$ cat config.mk
export PLATFORM = sky130hd
export DESIGN_NAME = xcorr_lag_search
export DESIGN_NICKNAME = d
export VERILOG_FILES = /design/src/rtl/xcorr_lag_search.sv
export SDC_FILE = /design/constraint.sdc
export NUM_CORES = 2
export LEC_CHECK = 0
export CORE_UTILIZATION = 30
export CTS_BUF_LIST = sky130_fd_sc_hd__clkbuf_4 sky130_fd_sc_hd__clkbuf_8
export CTS_CLUSTER_SIZE = 20
export DETAILED_ROUTE_END_ITERATION = 10
export GPL_ROUTABILITY_DRIVEN = 0
export PLACE_DENSITY = 0.44
export RECOVER_POWER = 100
export SYNTH_ARGS = -nofsm -noshare
export SYNTH_HDL_FRONTEND = slang
export SYNTH_SLANG_ARGS = --single-unit
$ cat constraint.sdc
create_clock -name clk -period 7.7 [get_ports clk]
set_input_delay 0.77 -clock clk [delete_from_list [all_inputs] [get_ports clk]]
set_output_delay 0.77 -clock clk [all_outputs]
set_load 0.005 [all_outputs]
$ cat src/rtl/xcorr_lag_search.sv
// Purpose: cross-correlates two sample buffers over lags -MAX_LAG..+MAX_LAG and reports the peak lag.
// Latency: (2*MAX_LAG+1)*(N_SAMPLES+4)+1 cycles from the clock that samples the start edge to done.
// Backpressure: none; drives the buffer read port itself, start edges while busy are dropped.
// Build option: define XCORR_ABS_EN to select the lag of largest |R(L)| instead of largest signed R(L).
module xcorr_lag_search #(
  parameter int ADDR_W    = 10,
  parameter int N_SAMPLES = 1024,
  parameter int MAX_LAG   = 31,
  parameter int LAG_W     = 8,
  parameter int ACC_W     = 46
) (
  input  logic                     clk,
  input  logic                     rst_n,
  input  logic                     start,
  output logic                     rd_en,
  output logic [ADDR_W-1:0]        rd_addr_a,
  output logic [ADDR_W-1:0]        rd_addr_b,
  input  logic signed [17:0]       data_a,
  input  logic signed [17:0]       data_b,
  output logic                     busy,
  output logic                     done,
  output logic signed [LAG_W-1:0]  best_lag,
  output logic signed [ACC_W-1:0]  best_corr
);

  // Wide enough to hold n+lag without wrapping, so the range test sees the true sum.
  localparam int SUM_W = ADDR_W + LAG_W + 1;

  typedef enum logic [2:0] {
    S_IDLE,
    S_RUN,
    S_DRAIN,
    S_CMP,
    S_DONE
  } state_t;

  state_t                   state;
  logic                     start_d;
  logic                     start_edge;
  logic [ADDR_W-1:0]        n;
  logic signed [LAG_W-1:0]  lag;
  logic [1:0]               drain_cnt;
  logic signed [LAG_W-1:0]  best_lag_r;
  logic signed [ACC_W-1:0]  best_corr_r;
  logic signed [SUM_W-1:0]  addr_sum;
  logic                     pair_ok;
  logic                     better;

  // Pipeline: v0 rides with the issued address, v1 with RAM data, v2 with the product.
  logic                     v0;
  logic                     v1;
  logic                     v2;
  logic signed [35:0]       prod;
  logic signed [ACC_W-1:0]  acc;

  assign start_edge = start & ~start_d;
  assign addr_sum   = SUM_W'(n) + SUM_W'(lag);
  assign pair_ok    = (addr_sum >= 0) && (addr_sum <= SUM_W'(N_SAMPLES - 1));

`ifdef XCORR_ABS_EN
  // One extra bit so the most negative accumulator value has a representable magnitude.
  logic signed [ACC_W:0] acc_x;
  logic signed [ACC_W:0] best_x;
  logic [ACC_W:0]        acc_mag;
  logic [ACC_W:0]        best_mag;

  assign acc_x    = (ACC_W+1)'(acc);
  assign best_x   = (ACC_W+1)'(best_corr_r);
  assign acc_mag  = acc_x[ACC_W]  ? -acc_x  : acc_x;
  assign best_mag = best_x[ACC_W] ? -best_x : best_x;
  assign better   = acc_mag > best_mag;
`else
  assign better   = acc > best_corr_r;
`endif

  // Data path: RAM return alignment and registered product; invalid pairs yield a zero product.
  always_ff @(posedge clk) begin
    if (!rst_n) begin
      v1   <= 1'b0;
      v2   <= 1'b0;
      prod <= '0;
    end else begin
      v1 <= v0;
      v2 <= v1;
      if (v1) begin
        prod <= 36'(data_a) * 36'(data_b);
      end else begin
        prod <= '0;
      end
    end
  end

  // Control FSM: address issue, lag sequencing, running maximum and result registers.
  always_ff @(posedge clk) begin
    if (!rst_n) begin
      state       <= S_IDLE;
      start_d     <= 1'b0;
      n           <= '0;
      lag         <= '0;
      drain_cnt   <= '0;
      rd_en       <= 1'b0;
      rd_addr_a   <= '0;
      rd_addr_b   <= '0;
      v0          <= 1'b0;
      acc         <= '0;
      best_lag_r  <= '0;
      best_corr_r <= '0;
      busy        <= 1'b0;
      done        <= 1'b0;
      best_lag    <= '0;
      best_corr   <= '0;
    end else begin
      start_d <= start;
      done    <= 1'b0;

      case (state)
        S_IDLE: begin
          if (start_edge) begin
            lag   <= LAG_W'(-MAX_LAG);
            n     <= '0;
            busy  <= 1'b1;
            state <= S_RUN;
          end
        end

        S_RUN: begin
          rd_en     <= 1'b1;
          rd_addr_a <= n;
          rd_addr_b <= addr_sum[ADDR_W-1:0];
          v0        <= pair_ok;
          if (n == ADDR_W'(N_SAMPLES - 1)) begin
            drain_cnt <= '0;
            state     <= S_DRAIN;
          end else begin
            n <= n + ADDR_W'(1);
          end
        end

        S_DRAIN: begin
          rd_en <= 1'b0;
          v0    <= 1'b0;
          if (drain_cnt == 2'd2) begin
            state <= S_CMP;
          end else begin
            drain_cnt <= drain_cnt + 2'd1;
          end
        end

        S_CMP: begin
          // Strict compare: on ties the earlier (more negative) lag is kept.
          if (lag == LAG_W'(-MAX_LAG) || better) begin
            best_corr_r <= acc;
            best_lag_r  <= lag;
          end
          acc <= '0;
          if (lag == LAG_W'(MAX_LAG)) begin
            state <= S_DONE;
          end else begin
            lag   <= lag + LAG_W'(1);
            n     <= '0;
            state <= S_RUN;
          end
        end

        S_DONE: begin
          done      <= 1'b1;
          best_lag  <= best_lag_r;
          best_corr <= best_corr_r;
          busy      <= 1'b0;
          state     <= S_IDLE;
        end

        default: state <= S_IDLE;
      endcase

      // The pipeline is empty during CMP, so the clear there never races an add.
      if (state != S_CMP && v2) begin
        acc <= acc + ACC_W'(prod);
      end
    end
  end

endmodule
== Yosys cells after proc, flatten, opt, wreduce, memory -nomap -nowiden ==
Index checks and enable logic that the tools add are counted.
Word-level totals
  register bits after elaboration: 240
  bits in latches: 0
  bits in writable memories: 0
  memory bits (read-only): 0
  input port bits: 39
  output and inout port bits: 77
  word-level logic and storage cells: 83
  memories kept: 0
Cells by class
  add/sub/neg operators: 5
  $mul: 1
  div/mod/pow operators: 0
  order comparisons: 3
  equal/unequal tests: 15
  shift operators: 0
  mux-type cells: 22
  bitwise gates (word level): 2
  reduce and logical (&&, ||, !) cells: 16
Operator list (number)
  46-bit 2-to-1 mux: 2
  46-bit by 36-bit adder with 46-bit output: 1
  46-bit > comparator: 1
  18-bit by 18-bit multiplier with 36-bit output: 1
  10-bit 2-to-1 mux: 3
  10-bit case mux with 3 select lines: 1
  8-bit by 6-bit == test with 1-bit output (second input constant): 2
  8-bit 2-to-1 mux: 2
  8-bit case mux with 2 select lines: 1
  11-bit by 8-bit adder with 12-bit output: 1
  12-bit by 1-bit >= comparator with 1-bit output (second input constant): 1
  12-bit by 11-bit <= comparator with 1-bit output (second input constant): 1
  3-bit 2-to-1 mux: 4
  2-bit inequality test (second input constant): 6
  3-bit case mux with 4 select lines: 1
  10-bit by 1-bit adder with 10-bit output (second input constant): 1
  10-bit == test (second input constant): 1
  3-bit AND reduction: 3
  8-bit by 2-bit adder with 8-bit output (second input constant): 1
  2-bit nonzero test: 4
  3-bit by 2-bit == test with 1-bit output (second input constant): 2
  1-bit case mux with 2 select lines: 3
  2-bit AND reduction: 3
  2-bit 2-to-1 mux: 2
  14 further kinds: 16

== Logic depth before layout (Yosys ltp) ==
  depth in word-level cells: 4
  mapped depth: 26

== Worst setup path after synthesis ==
Ideal clock, no wire load.
  path kind: input-to-reg
  start point: input data_b[10]
  end point: register prod[35]
  library setup time: 0.128 ns
  arrival: 6.491 ns
  required time: 7.572 ns
  slack: 1.081 ns
  stages on the path: 26
  buffers on the path: 2
  path through: clkbuf_1 -> clkbuf_1 -> nand2_1 -> fa_1 -> inv_1 -> fa_1 -> inv_1 -> fa_1 -> inv_1 -> fa_1 -> fa_1 -> inv_1 -> fa_1 -> inv_1 -> ha_1 -> a21o_1 -> a21o_1 -> a21oi_1 -> o21ai_1 -> o2bb2ai_1 -> a311oi_1 -> o311ai_1 -> a21oi_1 -> o21bai_1 -> xnor2_1 -> nor2_1
On the way
  longest elaborated chain between the ends: 1
Ends and longest elaborated chain
  start: declaration: line 19  | input logic signed [17:0] data_b,
  18-bit by 18-bit multiplier with 36-bit output: line 86  | prod <= 36'(data_a) * 36'(data_b);
  end signal: assignment: line 86
  end: declaration: line 53  | logic signed [35:0] prod;
No other way between the ends.
A chain may end at the register's enable or synchronous reset.

== Worst setup path in the final report ==
  start point: input data_a[6]
  end point: register prod[20]
On the way
  longest elaborated chain between the ends: 1
Ends and longest elaborated chain
  start: declaration: line 18  | input logic signed [17:0] data_a,
  18-bit by 18-bit multiplier with 36-bit output: line 86
No other way between the ends.

==> impl_results.md <==
* Status: complete, but fails checks
* First-pass GRT wire length at 101000 um
* Die Y-Extent at 286 um
* Residual DRC count at 0
* WHS at 0.465 ns
* Max-Cap Viols at 5
* Drt wl/cell at 15.7 um
* LEAKAGE at 13.3 nW
* Setup bufs post-CTS at 0
* Wirelength, routed at 60500 um
* Worst-Margin Slew at 3.35 ns
* Hold Crit Class: flip-flop to flip-flop
* Worst vdd ir at 0.000582 V
* Share of cells above drive strength 1 at 4.79%
* Number of global-route vias before repair at 18800
* Syn_area_per_cell at 9.14 um2
* Cell area after synthesis at 24300 um2
* Yosys top cell area share at 27.3%
* CTS clk-pin slew, worst paths at 0.06 ns
* Area of the multi-input gates at 17200 um2
* Wire length on met3 at 1420 um
* Rel. slew slack at -123%
* Worst path bufs/invs at 4
* Pins over their slew limit at 253
* Final Instance Area at 27500 um2
* Ys flop type: dfxtp_1
* Port bufs at 115
* Startpoint Class: input port
* Crit-path cells: dlygate4sd3_1 -> clkbuf_1 -> and2_0 -> fa_1 -> fa_1 -> ha_1 -> fa_1 -> inv_1 -> fa_1 -> fa_1 -> inv_1 -> ha_1 -> a21o_1 -> a21oi_1 -> o21ai_0 -> a221o_1 -> a21oi_1 -> o21bai_1 -> a2111oi_0 -> nor3_1 -> xor2_1 -> and2_0
* Ys async rst share at 0%
* Routed met1 length at 29600 um
* TritonCTS buffer count at 42
* CORE AREA at 79500 um2
* Die Span X at 286 um
* Clock Latency Late Sink at 0.56 ns
* Starting density of the core at 30.5%
* Final Hold Fails at 0
* Type of the worst setup path: input port to flip-flop
* Max layer used: met4
* CP endpoint kind: flip-flop
* Area grow syn2layout at 13.3%
* Synth warn at 0
* Number of library cell types mapped by synthesis at 72
* Tmin final at 7.04 ns
* Top cell by count, worst path: fa_1
* Fin Setup TNS at 0 ns
* WL met2 at 28400 um
* Post-synth EDFFs at 0
* Drt pass-1 iters at 4
* Most frequent cell after synthesis: inv_1
* Largest net degree at the start of global routing at 90
* Fmax at 142 MHz
* Arrival time worst endpoint at 7.49 ns
* Synthesis-stage register bit count at 240
* DP Area at 26700 um2
* CP top delay family: adder cells
* Sequential area share after synthesis at 19.8%
* RSZ-0062 raised after global routing: false
* Period utilization at 91.5%
* GRT Overall Usage at 15.1%
* Commonest cells post-synth: inv_1, fa_1, nand2_1, dfxtp_1, ha_1
* HPWL Detailed at 50300 um
* Die area at 82000 um2
* CTS tree: built
* Final Skew at 0.0243 ns
* Yosys top cell by area: fa_1
* Worst Path Required at 8.15 ns
* Initial antenna violation count at 3
* CTS H-tree lvls at 2
* Cell area power density at 448 nW/um2
* Initial drt markers at 568
* Clock Sink Count at 240
* Non-filler instance count after layout at 3849
* Clock Tree Root: clkbuf_8
* Failing checks: capacitance limit, slew limit
* DP Cell Count at 3776
* GRT overflow at 0
* Register Area at 4810 um2
* Final Setup Violations at 0
* Worst path slowest cell: dlygate4sd3_1
* Final ANT Viol Nets at 0
* Layout Nets at 3339
* Critical path's largest stage delay at 0.93 ns
* Syn Nets at 3222
* Post-cts sizing count at 0
* Top Ports at 116
* Largest cells by area after synthesis: fa_1, dfxtp_1, ha_1
* Max clock buf depth at 3
* DR vias/cell at 4.57
* Via count at 17600
* Crit Path Max Fanout at 13
* Layout fillers at 8162
* Cells after Synth at 2653
* CTS Hold Buffers Added at 0
* Tot Pwr at 0.0123 W
* Standard-cell row count at 103
==> worst min-delay path: stages, from the launching register on <==
cell,delay (ns)
dfxtp_1,0.31
nand2_1,0.04
a21boi_0,0.06
==> metrics by stage <==
stage          util (%)  worst slack [ns]
2_1_floorplan         -              1.08
3_3_place_gp       33.6             0.343
3_5_place_dp       33.6             0.265
4_1_cts            34.7             0.871
5_1_grt            34.6             0.244
6_report           34.6             0.655
==> state kept, by name, indices dropped and copies added (netlist names), 10 cells and up <==
register and flops:
prod 36, acc 46, rd_addr_a 10, n 10, rd_addr_b 10, best_corr 46
best_corr_r 46
==> per-layer routing <==
metal  up-vias  track usage [%]
met5         -                0
met4         0             3.14
met3        61             1.41
met2       217             25.9
met1      8610             20.6
li1       8694                -
==> cell type report <==
class	instances	area share, %
Multi-Input combinational cell	1838	62.4
Sequential cell	240	17.5
Inverter	476	6.50
Timing Repair Buffer	172	5.60
Tap cell	1050	4.78
Clock buffer	67	3.01
Clock inverter	5	0.191
Antenna cell	1	0.00910
==> cell usage in the layout (no fill, tap or decap), types with 11 or more instances in the layout <==
| master | synthesis | routed |
|---|---|---|
| nor2b_1 | 67 | 67 |
| nor2_1 | 127 | 127 |
| a22o_1 | 54 | 54 |
| xnor2_1 | 60 | 60 |
| nand2b_1 | 13 | 13 |
| nor3_1 | 23 | 24 |
| nand4_1 | 18 | 18 |
| inv_1 | 475 | 475 |
| o21bai_1 | 19 | 19 |
| a21boi_0 | 17 | 17 |
| fa_1 | 331 | 331 |
| a211oi_1 | 10 | 11 |
| mux2i_1 | 86 | 86 |
| a21oi_1 | 91 | 95 |
| ha_1 | 199 | 199 |
| clkbuf_8 | 0 | 52 |
| o21a_1 | 12 | 12 |
| clkdlybuf4s50_1 | 0 | 34 |
| nand3_1 | 20 | 20 |
| o21ai_0 | 29 | 38 |
| buf_4 | 1 | 48 |
| xor2_1 | 35 | 35 |
| dlygate4sd3_1 | 0 | 80 |
| a21o_1 | 65 | 65 |
| o21ai_1 | 21 | 12 |
| nand2_1 | 245 | 245 |
| dfxtp_1 | 240 | 239 |
| clkbuf_4 | 0 | 15 |
| and3_1 | 20 | 20 |
| and2_1 | 181 | 174 |
==> cell families (layout without fill, tap and decap cells) <==
| group | count (synthesis) | in the layout | synth area share [%] |
|---|---|---|---|
| other | 0 | 1 | 0 |
| adder cells (fa/ha/maj) | 530 | 530 | 37.6 |
| multiplexers | 86 | 86 | 3.55 |
| buffers and inverters | 575 | 720 | 9.32 |
| AND/OR/NAND/NOR | 740 | 740 | 15.2 |
| flip-flops | 240 | 240 | 19.8 |
| XOR/XNOR | 95 | 95 | 3.43 |
| AO/OA/AOI/OAI | 387 | 387 | 11.1 |
==> power by group <==
group	internal [W]	leakage (nW)	switching, W
Clock	0.000710	0.469	0.000523
Combinational	0.00433	10.9	0.00539
Sequential	0.00131	1.94	0.0000562
Total	0.00635	13.3	0.00597
==> path summary, 6_finish.rpt <==
path                   start         endpoint  slack (ns)  depth (start not counted)
max                data_a[6]         prod[20]        0.66                         22
max reg2reg  best_corr_r[39]  best_corr_r[26]        1.91                         13
min             rd_addr_a[9]     rd_addr_a[9]        0.46                          2
min reg2reg     rd_addr_a[9]     rd_addr_a[9]        0.46                          2
Note: power is estimated with default switching activity, not from simulation.
